**src/rtl/mem_access_ctrl_if.sv**
```systemverilog
// mem_access_ctrl_if
//   Bundles the request, response and memory-pin signals of mem_access_ctrl.
//   The controller connects through the slave modport. The master modport is the
//   opposite side: the datapath issuing requests plus the memory returning mem_q.
// Signals
//   req_valid/req_ready/req_wr/req_adrs/req_wdata/req_len : request handshake
//   mem_we_n/mem_adrs/mem_d_in/mem_q                       : single-port memory pins
//   rsp_valid/rsp_data/rsp_last                            : read response strobe
//   wr_done/verify_err                                     : write status
interface mem_access_ctrl_if #(
  parameter int ADDR_WIDTH = 2,
  parameter int WORD_WIDTH = 8
);
  logic                  req_valid;
  logic                  req_ready;
  logic                  req_wr;
  logic [ADDR_WIDTH-1:0] req_adrs;
  logic [WORD_WIDTH-1:0] req_wdata;
  logic [ADDR_WIDTH-1:0] req_len;
  logic                  mem_we_n;
  logic [ADDR_WIDTH-1:0] mem_adrs;
  logic [WORD_WIDTH-1:0] mem_d_in;
  logic [WORD_WIDTH-1:0] mem_q;
  logic                  rsp_valid;
  logic [WORD_WIDTH-1:0] rsp_data;
  logic                  rsp_last;
  logic                  wr_done;
  logic                  verify_err;

  modport master (
    output req_valid, req_wr, req_adrs, req_wdata, req_len, mem_q,
    input  req_ready, mem_we_n, mem_adrs, mem_d_in,
           rsp_valid, rsp_data, rsp_last, wr_done, verify_err
  );

  modport slave (
    input  req_valid, req_wr, req_adrs, req_wdata, req_len, mem_q,
    output req_ready, mem_we_n, mem_adrs, mem_d_in,
           rsp_valid, rsp_data, rsp_last, wr_done, verify_err
  );
endinterface

```
**src/rtl/mem_access_ctrl.sv**
```systemverilog
// mem_access_ctrl
//   Requester-side controller for a single-port synchronous memory (write on the
//   clock edge while mem_we_n is low, read data registered RD_LATENCY edges after
//   the address). Accepts valid/ready requests, performs single-beat writes and
//   auto-incrementing burst reads, and returns read data on a one-cycle strobe.
// Ports
//   clk   : clock, all logic on posedge
//   rst_n : asynchronous active-low reset
//   bus   : mem_access_ctrl_if.slave (request, memory pins, response, status)
// Build option
//   WRITE_VERIFY_EN : when defined, every write is read back and compared; a
//                     mismatch sets the sticky verify_err flag and wr_done is
//                     delayed until after the compare. When undefined, verify_err
//                     is tied low.
//
// state        | meaning
// IDLE         | req_ready high, waiting for a request
// WRITE        | mem_we_n low, memory commits the word on the closing edge
// RD_ISSUE     | read address on the memory pins, memory samples it
// RD_WAIT      | counting RD_LATENCY edges, capture mem_q on terminal count
// VERIFY_ISSUE | re-read of the address just written
// VERIFY_WAIT  | counting RD_LATENCY edges, compare mem_q with written data
module mem_access_ctrl #(
  parameter int ADDR_WIDTH = 2,
  parameter int WORD_DEPTH = 4,
  parameter int WORD_WIDTH = 8,
  parameter int RD_LATENCY = 1
) (
  input  logic            clk,
  input  logic            rst_n,
  mem_access_ctrl_if.slave bus
);

  localparam int CNT_W = (RD_LATENCY > 1) ? $clog2(RD_LATENCY) : 1;

  typedef enum logic [2:0] {
    IDLE     = 3'd0,
    WRITE    = 3'd1,
    RD_ISSUE = 3'd2,
    RD_WAIT  = 3'd3
`ifdef WRITE_VERIFY_EN
    ,
    VERIFY_ISSUE = 3'd4,
    VERIFY_WAIT  = 3'd5
`endif
  } state_t;

  state_t                state;
  logic [ADDR_WIDTH-1:0] beats_left;
  logic [CNT_W-1:0]      wait_cnt;
  logic [ADDR_WIDTH-1:0] next_adrs;

  // Explicit wrap so a WORD_DEPTH smaller than 2**ADDR_WIDTH still wraps correctly.
  assign next_adrs = (bus.mem_adrs == ADDR_WIDTH'(WORD_DEPTH - 1)) ? '0
                                                                   : bus.mem_adrs + 1'b1;

  always_ff @(posedge clk or negedge rst_n) begin
    if (!rst_n) begin
      state         <= IDLE;
      bus.req_ready <= 1'b0;
      bus.mem_we_n  <= 1'b1;
      bus.mem_adrs  <= '0;
      bus.mem_d_in  <= '0;
      bus.rsp_valid <= 1'b0;
      bus.rsp_data  <= '0;
      bus.rsp_last  <= 1'b0;
      bus.wr_done   <= 1'b0;
      beats_left    <= '0;
      wait_cnt      <= '0;
`ifdef WRITE_VERIFY_EN
      bus.verify_err <= 1'b0;
`endif
    end else begin
      // Strobes last exactly one cycle.
      bus.rsp_valid <= 1'b0;
      bus.rsp_last  <= 1'b0;
      bus.wr_done   <= 1'b0;

      case (state)
        IDLE: begin
          if (bus.req_valid && bus.req_ready) begin
            bus.req_ready <= 1'b0;
            bus.mem_adrs  <= bus.req_adrs;
            if (bus.req_wr) begin
              bus.mem_we_n <= 1'b0;
              bus.mem_d_in <= bus.req_wdata;
              state        <= WRITE;
            end else begin
              beats_left <= bus.req_len;
              state      <= RD_ISSUE;
            end
          end else begin
            bus.req_ready <= 1'b1;
          end
        end

        WRITE: begin
          bus.mem_we_n <= 1'b1;
`ifdef WRITE_VERIFY_EN
          state <= VERIFY_ISSUE;
`else
          bus.wr_done   <= 1'b1;
          bus.req_ready <= 1'b1;
          state         <= IDLE;
`endif
        end

        RD_ISSUE: begin
          wait_cnt <= CNT_W'(RD_LATENCY - 1);
          state    <= RD_WAIT;
        end

        RD_WAIT: begin
          if (wait_cnt == '0) begin
            bus.rsp_valid <= 1'b1;
            bus.rsp_data  <= bus.mem_q;
            if (beats_left == '0) begin
              bus.rsp_last  <= 1'b1;
              bus.req_ready <= 1'b1;
              state         <= IDLE;
            end else begin
              beats_left   <= beats_left - 1'b1;
              bus.mem_adrs <= next_adrs;
              state        <= RD_ISSUE;
            end
          end else begin
            wait_cnt <= wait_cnt - 1'b1;
          end
        end

`ifdef WRITE_VERIFY_EN
        VERIFY_ISSUE: begin
          wait_cnt <= CNT_W'(RD_LATENCY - 1);
          state    <= VERIFY_WAIT;
        end

        VERIFY_WAIT: begin
          if (wait_cnt == '0) begin
            // mem_d_in still holds the word that was written.
            if (bus.mem_q != bus.mem_d_in) begin
              bus.verify_err <= 1'b1;
            end
            bus.wr_done   <= 1'b1;
            bus.req_ready <= 1'b1;
            state         <= IDLE;
          end else begin
            wait_cnt <= wait_cnt - 1'b1;
          end
        end
`endif

        default: begin
          bus.mem_we_n  <= 1'b1;
          bus.req_ready <= 1'b0;
          state         <= IDLE;
        end
      endcase
    end
  end

`ifndef WRITE_VERIFY_EN
  assign bus.verify_err = 1'b0;
`endif

endmodule

```
**src/flat_wrapper.sv**
```systemverilog
// flat-port wrapper written by rule: the top's interface ports become plain ports
module mem_access_ctrl_flat 
#(
  parameter int ADDR_WIDTH = 2,
  parameter int WORD_DEPTH = 4,
  parameter int WORD_WIDTH = 8,
  parameter int RD_LATENCY = 1
)
  (clk, rst_n, bus_req_valid, bus_req_wr, bus_req_adrs, bus_req_wdata, bus_req_len, bus_mem_q, bus_req_ready, bus_mem_we_n, bus_mem_adrs, bus_mem_d_in, bus_rsp_valid, bus_rsp_data, bus_rsp_last, bus_wr_done, bus_verify_err);
  mem_access_ctrl_if #(.ADDR_WIDTH(ADDR_WIDTH), .WORD_WIDTH(WORD_WIDTH)) bus_i ();
  input  logic clk;
  input  logic rst_n;
  input wire logic [$bits(bus_i.req_valid)-1:0] bus_req_valid;
  input wire logic [$bits(bus_i.req_wr)-1:0] bus_req_wr;
  input wire logic [$bits(bus_i.req_adrs)-1:0] bus_req_adrs;
  input wire logic [$bits(bus_i.req_wdata)-1:0] bus_req_wdata;
  input wire logic [$bits(bus_i.req_len)-1:0] bus_req_len;
  input wire logic [$bits(bus_i.mem_q)-1:0] bus_mem_q;
  output wire logic [$bits(bus_i.req_ready)-1:0] bus_req_ready;
  output wire logic [$bits(bus_i.mem_we_n)-1:0] bus_mem_we_n;
  output wire logic [$bits(bus_i.mem_adrs)-1:0] bus_mem_adrs;
  output wire logic [$bits(bus_i.mem_d_in)-1:0] bus_mem_d_in;
  output wire logic [$bits(bus_i.rsp_valid)-1:0] bus_rsp_valid;
  output wire logic [$bits(bus_i.rsp_data)-1:0] bus_rsp_data;
  output wire logic [$bits(bus_i.rsp_last)-1:0] bus_rsp_last;
  output wire logic [$bits(bus_i.wr_done)-1:0] bus_wr_done;
  output wire logic [$bits(bus_i.verify_err)-1:0] bus_verify_err;
  assign bus_i.req_valid = bus_req_valid;
  assign bus_i.req_wr = bus_req_wr;
  assign bus_i.req_adrs = bus_req_adrs;
  assign bus_i.req_wdata = bus_req_wdata;
  assign bus_i.req_len = bus_req_len;
  assign bus_i.mem_q = bus_mem_q;
  assign bus_req_ready = bus_i.req_ready;
  assign bus_mem_we_n = bus_i.mem_we_n;
  assign bus_mem_adrs = bus_i.mem_adrs;
  assign bus_mem_d_in = bus_i.mem_d_in;
  assign bus_rsp_valid = bus_i.rsp_valid;
  assign bus_rsp_data = bus_i.rsp_data;
  assign bus_rsp_last = bus_i.rsp_last;
  assign bus_wr_done = bus_i.wr_done;
  assign bus_verify_err = bus_i.verify_err;
  mem_access_ctrl #(.ADDR_WIDTH(ADDR_WIDTH), .WORD_DEPTH(WORD_DEPTH), .WORD_WIDTH(WORD_WIDTH), .RD_LATENCY(RD_LATENCY)) u_core (.clk(clk), .rst_n(rst_n), .bus(bus_i));
endmodule
```
**config.mk**
```make
export PLATFORM = sky130hd
export DESIGN_NAME = mem_access_ctrl_flat
export DESIGN_NICKNAME = d
export VERILOG_FILES = /design/src/rtl/mem_access_ctrl_if.sv /design/src/rtl/mem_access_ctrl.sv /design/src/flat_wrapper.sv
export SDC_FILE = /design/constraint.sdc
export NUM_CORES = 1
export LEC_CHECK = 0
export ABC_AREA = 1
export ABC_CLOCK_PERIOD_IN_PS = 1300
export CORE_AREA = 4 4 63 65
export CTS_CLUSTER_DIAMETER = 200
export CTS_CLUSTER_SIZE = 12
export DETAILED_ROUTE_END_ITERATION = 8
export DIE_AREA = 0 0 67 69
export PLACE_DENSITY = 0.72
export SYNTH_ARGS = -nofsm -noshare
export SYNTH_HDL_FRONTEND = slang
export SYNTH_SLANG_ARGS = --single-unit
```
**constraint.sdc**
```tcl
create_clock -name clk -period 1.3 [get_ports clk]
set_clock_uncertainty 0.05 [all_clocks]
set_input_delay 0.26 -clock clk [delete_from_list [all_inputs] [get_ports clk]]
set_output_delay 0.26 -clock clk [all_outputs]
set_load 0.1 [all_outputs]
```
==> flow_summary.toml <==
[timing]
period_share_pct = 107
hold_viol = 0
final-setup-viol-count = 17
fmax_mhz = 718
final.min_clock_period_ns = 1.39
setup_ws_ns = -0.0930
finalMaxSlewViolations = 0
rsz0062_at_grt = "yes"

[setup_path]
arrival_ns = 1.08
path_delay_family = "flip-flops"
critPathSlowestCell = "dfstp_2"
worst_setup_path_end_kind = "output port"
crit_path_max_incr_delay_ns = 0.58
start_kind = "flop"
worst-endpoint-required_ns = 0.99
crit_fanout = 2
r2r_cells = 7
r2r_start = "u_core.state[0]"
worst-path-buf-inv = 1
reg2reg_setup_slack_ns = -0.04
regToRegEndpoint = "u_core.bus.mem_adrs[1]"
crit_chain = "buf_12"
crit_type = "flop to output port"

[logic_synthesis]
async_flop_share_pct = 100
synth_seq_cells = 27
yosysMostFrequentCell = "nand2_1"
synth_area_leader_cell = "dfrtp_1"
syn_inst = 153
syn_area_mm2 = 0.00127
synthFlopType = "dfrtp_1"
ys_types = 17
synth.area.top_cells = "dfrtp_1 (51%), nand2_1 (21%), ha_1 (7.9%), o21ai_0 (4.3%), inv_1 (3.8%)"
synth.top_cell.area_share_pct = 51.1
yosysSeqAreaShare_pct = 53.2
ys_warn_count = 0
synth_nets = 185
synth_edf_count = 0
avgSynthCellArea_um2 = 8.32
ys_top_cells_by_count = "nand2_1 (70), dfrtp_1 (26), inv_1 (13), o21ai_0 (11), ha_1 (8)"

[place]
place_ws_ns = -0.197
numPortBuffers = 46
hpwlAfterDp_um = 2440
routabilityCongestion = 0.795

[die]
io_pins = 48
start_util_pct = 38.1
rows = 21
die_h_um = 69
dieArea_mm2 = 0.00462
coreArea_mm2 = 0.00334
die_w_um = 67

[detailed_routing]
viasPerCell = 4.59
drtIter0Drc = 32
ant_nets = 0
first_pass_iters = 4
wl_met1_um = 1300
dr.max_layer_used = "met4"
drcViolationCount = 0
wl_um = 3330
wl_met3_um = 232
vias = 1203
wire_per_inst_um = 12.7
routed-wl-met2_um = 1710

[cts]
clk_latency_ns = 0.33
cts_root_buf = "clkbuf_4"
clock_sinks = 27
clk_pin_slew_ns = 0.15
tritoncts = "done"
cts_buffer_depth = 2
htree_num_levels = 1
cts_buffers = 3

[finish]
antenna_cells = 0
syn_to_final_growth_pct = 80.9
layout-drive-gt1-share_pct = 31.9
fin_nets = 249

[global_route]
grt_max_degree = 25
grt_pass1_vias = 1212
antenna_found_initial = 0
grt_pass1_wl_um = 5420
track_usage_pct = 14.9
overflow = 0

[min_path]
hold_class = "primary input to async pin"

[flow_run]
maxCapViolations = 0

[run_status]
violations = "setup timing"
outcome = "finished, violations left"
## sequential cells by signal (all words and copies together), names as in the netlist
name	count
u_core.bus.rsp_valid	1
u_core.bus.rsp_data	8
u_core.state	2
u_core.bus.rsp_last	1
u_core.bus.wr_done	1
u_core.bus.mem_d_in	8
u_core.bus.mem_adrs	2
u_core.bus.mem_we_n	1
u_core.bus.req_ready	1
u_core.beats_left	2
## layout make-up
| class | instances | area (um2) |
|---|---|---|
| inverter | 13 | 51.3 |
| timing repair buffer | 63 | 835 |
| multi-input combinational | 109 | 642 |
| clock buffer | 4 | 26.3 |
| sequential | 27 | 691 |
| fill | 253 | 1030 |
| tap | 46 | 57.6 |
## routing by layer
metal | GRT usage [%] | up-vias
li1 | - | 594
met1 | 18.7 | 560
met2 | 24.5 | 42
met3 | 3.57 | 7
met4 | 5.41 | 0
met5 | 0 | -
## worst reg2reg max path: stages, from the launching register on
cell and delay (ns):
dfrtp_2 0.49, inv_4 0.10, ha_4 0.22, nand2_4 0.11, nand2_2 0.10, inv_1 0.06, nand3_1 0.06, nand2_1 0.05
## how the worst max path moves through the flow
stage                        startpoint                      to  slack, ns  cells past startpoint
finish              u_core.bus.mem_we_n            bus_mem_we_n      -0.09                      1
global placement          bus_req_valid    u_core.beats_left[1]      -0.14                      7
detailed placement        bus_req_valid    u_core.beats_left[1]      -0.20                      7
floorplan               u_core.state[1]  u_core.bus.mem_adrs[0]      0.007                      6
CTS                 u_core.bus.mem_we_n            bus_mem_we_n      -0.11                      1
global route            u_core.state[0]  u_core.bus.mem_d_in[5]      -0.13                      6
## cells by family (layout without fill, tap and decap cells)
group	count (synthesis)	count (layout)	synth area share, %
AO/OA/AOI/OAI	16	16	6.39
other	1	1	0.295
adder cells (fa/ha/maj)	8	8	7.87
buffers and inverters	17	80	5.51
flip-flops	27	27	53.2
AND/OR/NAND/NOR	84	84	26.7
## cell usage in the layout, fill, tap and decap left out, drive strengths merged
cell,count
clkbuf,4
conb,1
inv,13
o21ai,11
dfstp,1
o22ai,1
nand3,6
dfrtp,26
buf,40
nor2,6
ha,8
clkdlybuf4s50,23
or2,1
nand2,71
a21oi,4
## through the flow
stage               TNS (ns)  instance area (um2)  cells  utilization (%)  hold slack, ns
finish                -0.385                 2300    262             69.0          0.0777
global route           -1.95                 2300    262             69.0          0.0789
CTS                   -0.242                 2220    259             66.4          0.0749
detailed placement     -1.59                 2110    249             63.2           0.432
global placement       -1.28                 2110    249             63.2           0.415
floorplan                  0                 1310    153                -         -0.0856
## timing repair
action                                  4_1_cts  5_1_grt
hold buffers                                  0        0
endpoints found under the setup margin       23       28
resized for setup                            10       17
pin swaps                                     4       10
setup buffers                                 6        3
endpoints found under the hold margin         0        0
Power is left out: the tool's default activity adds up to more than one toggle a clock period on the data nets, which glitch-free logic cannot reach.
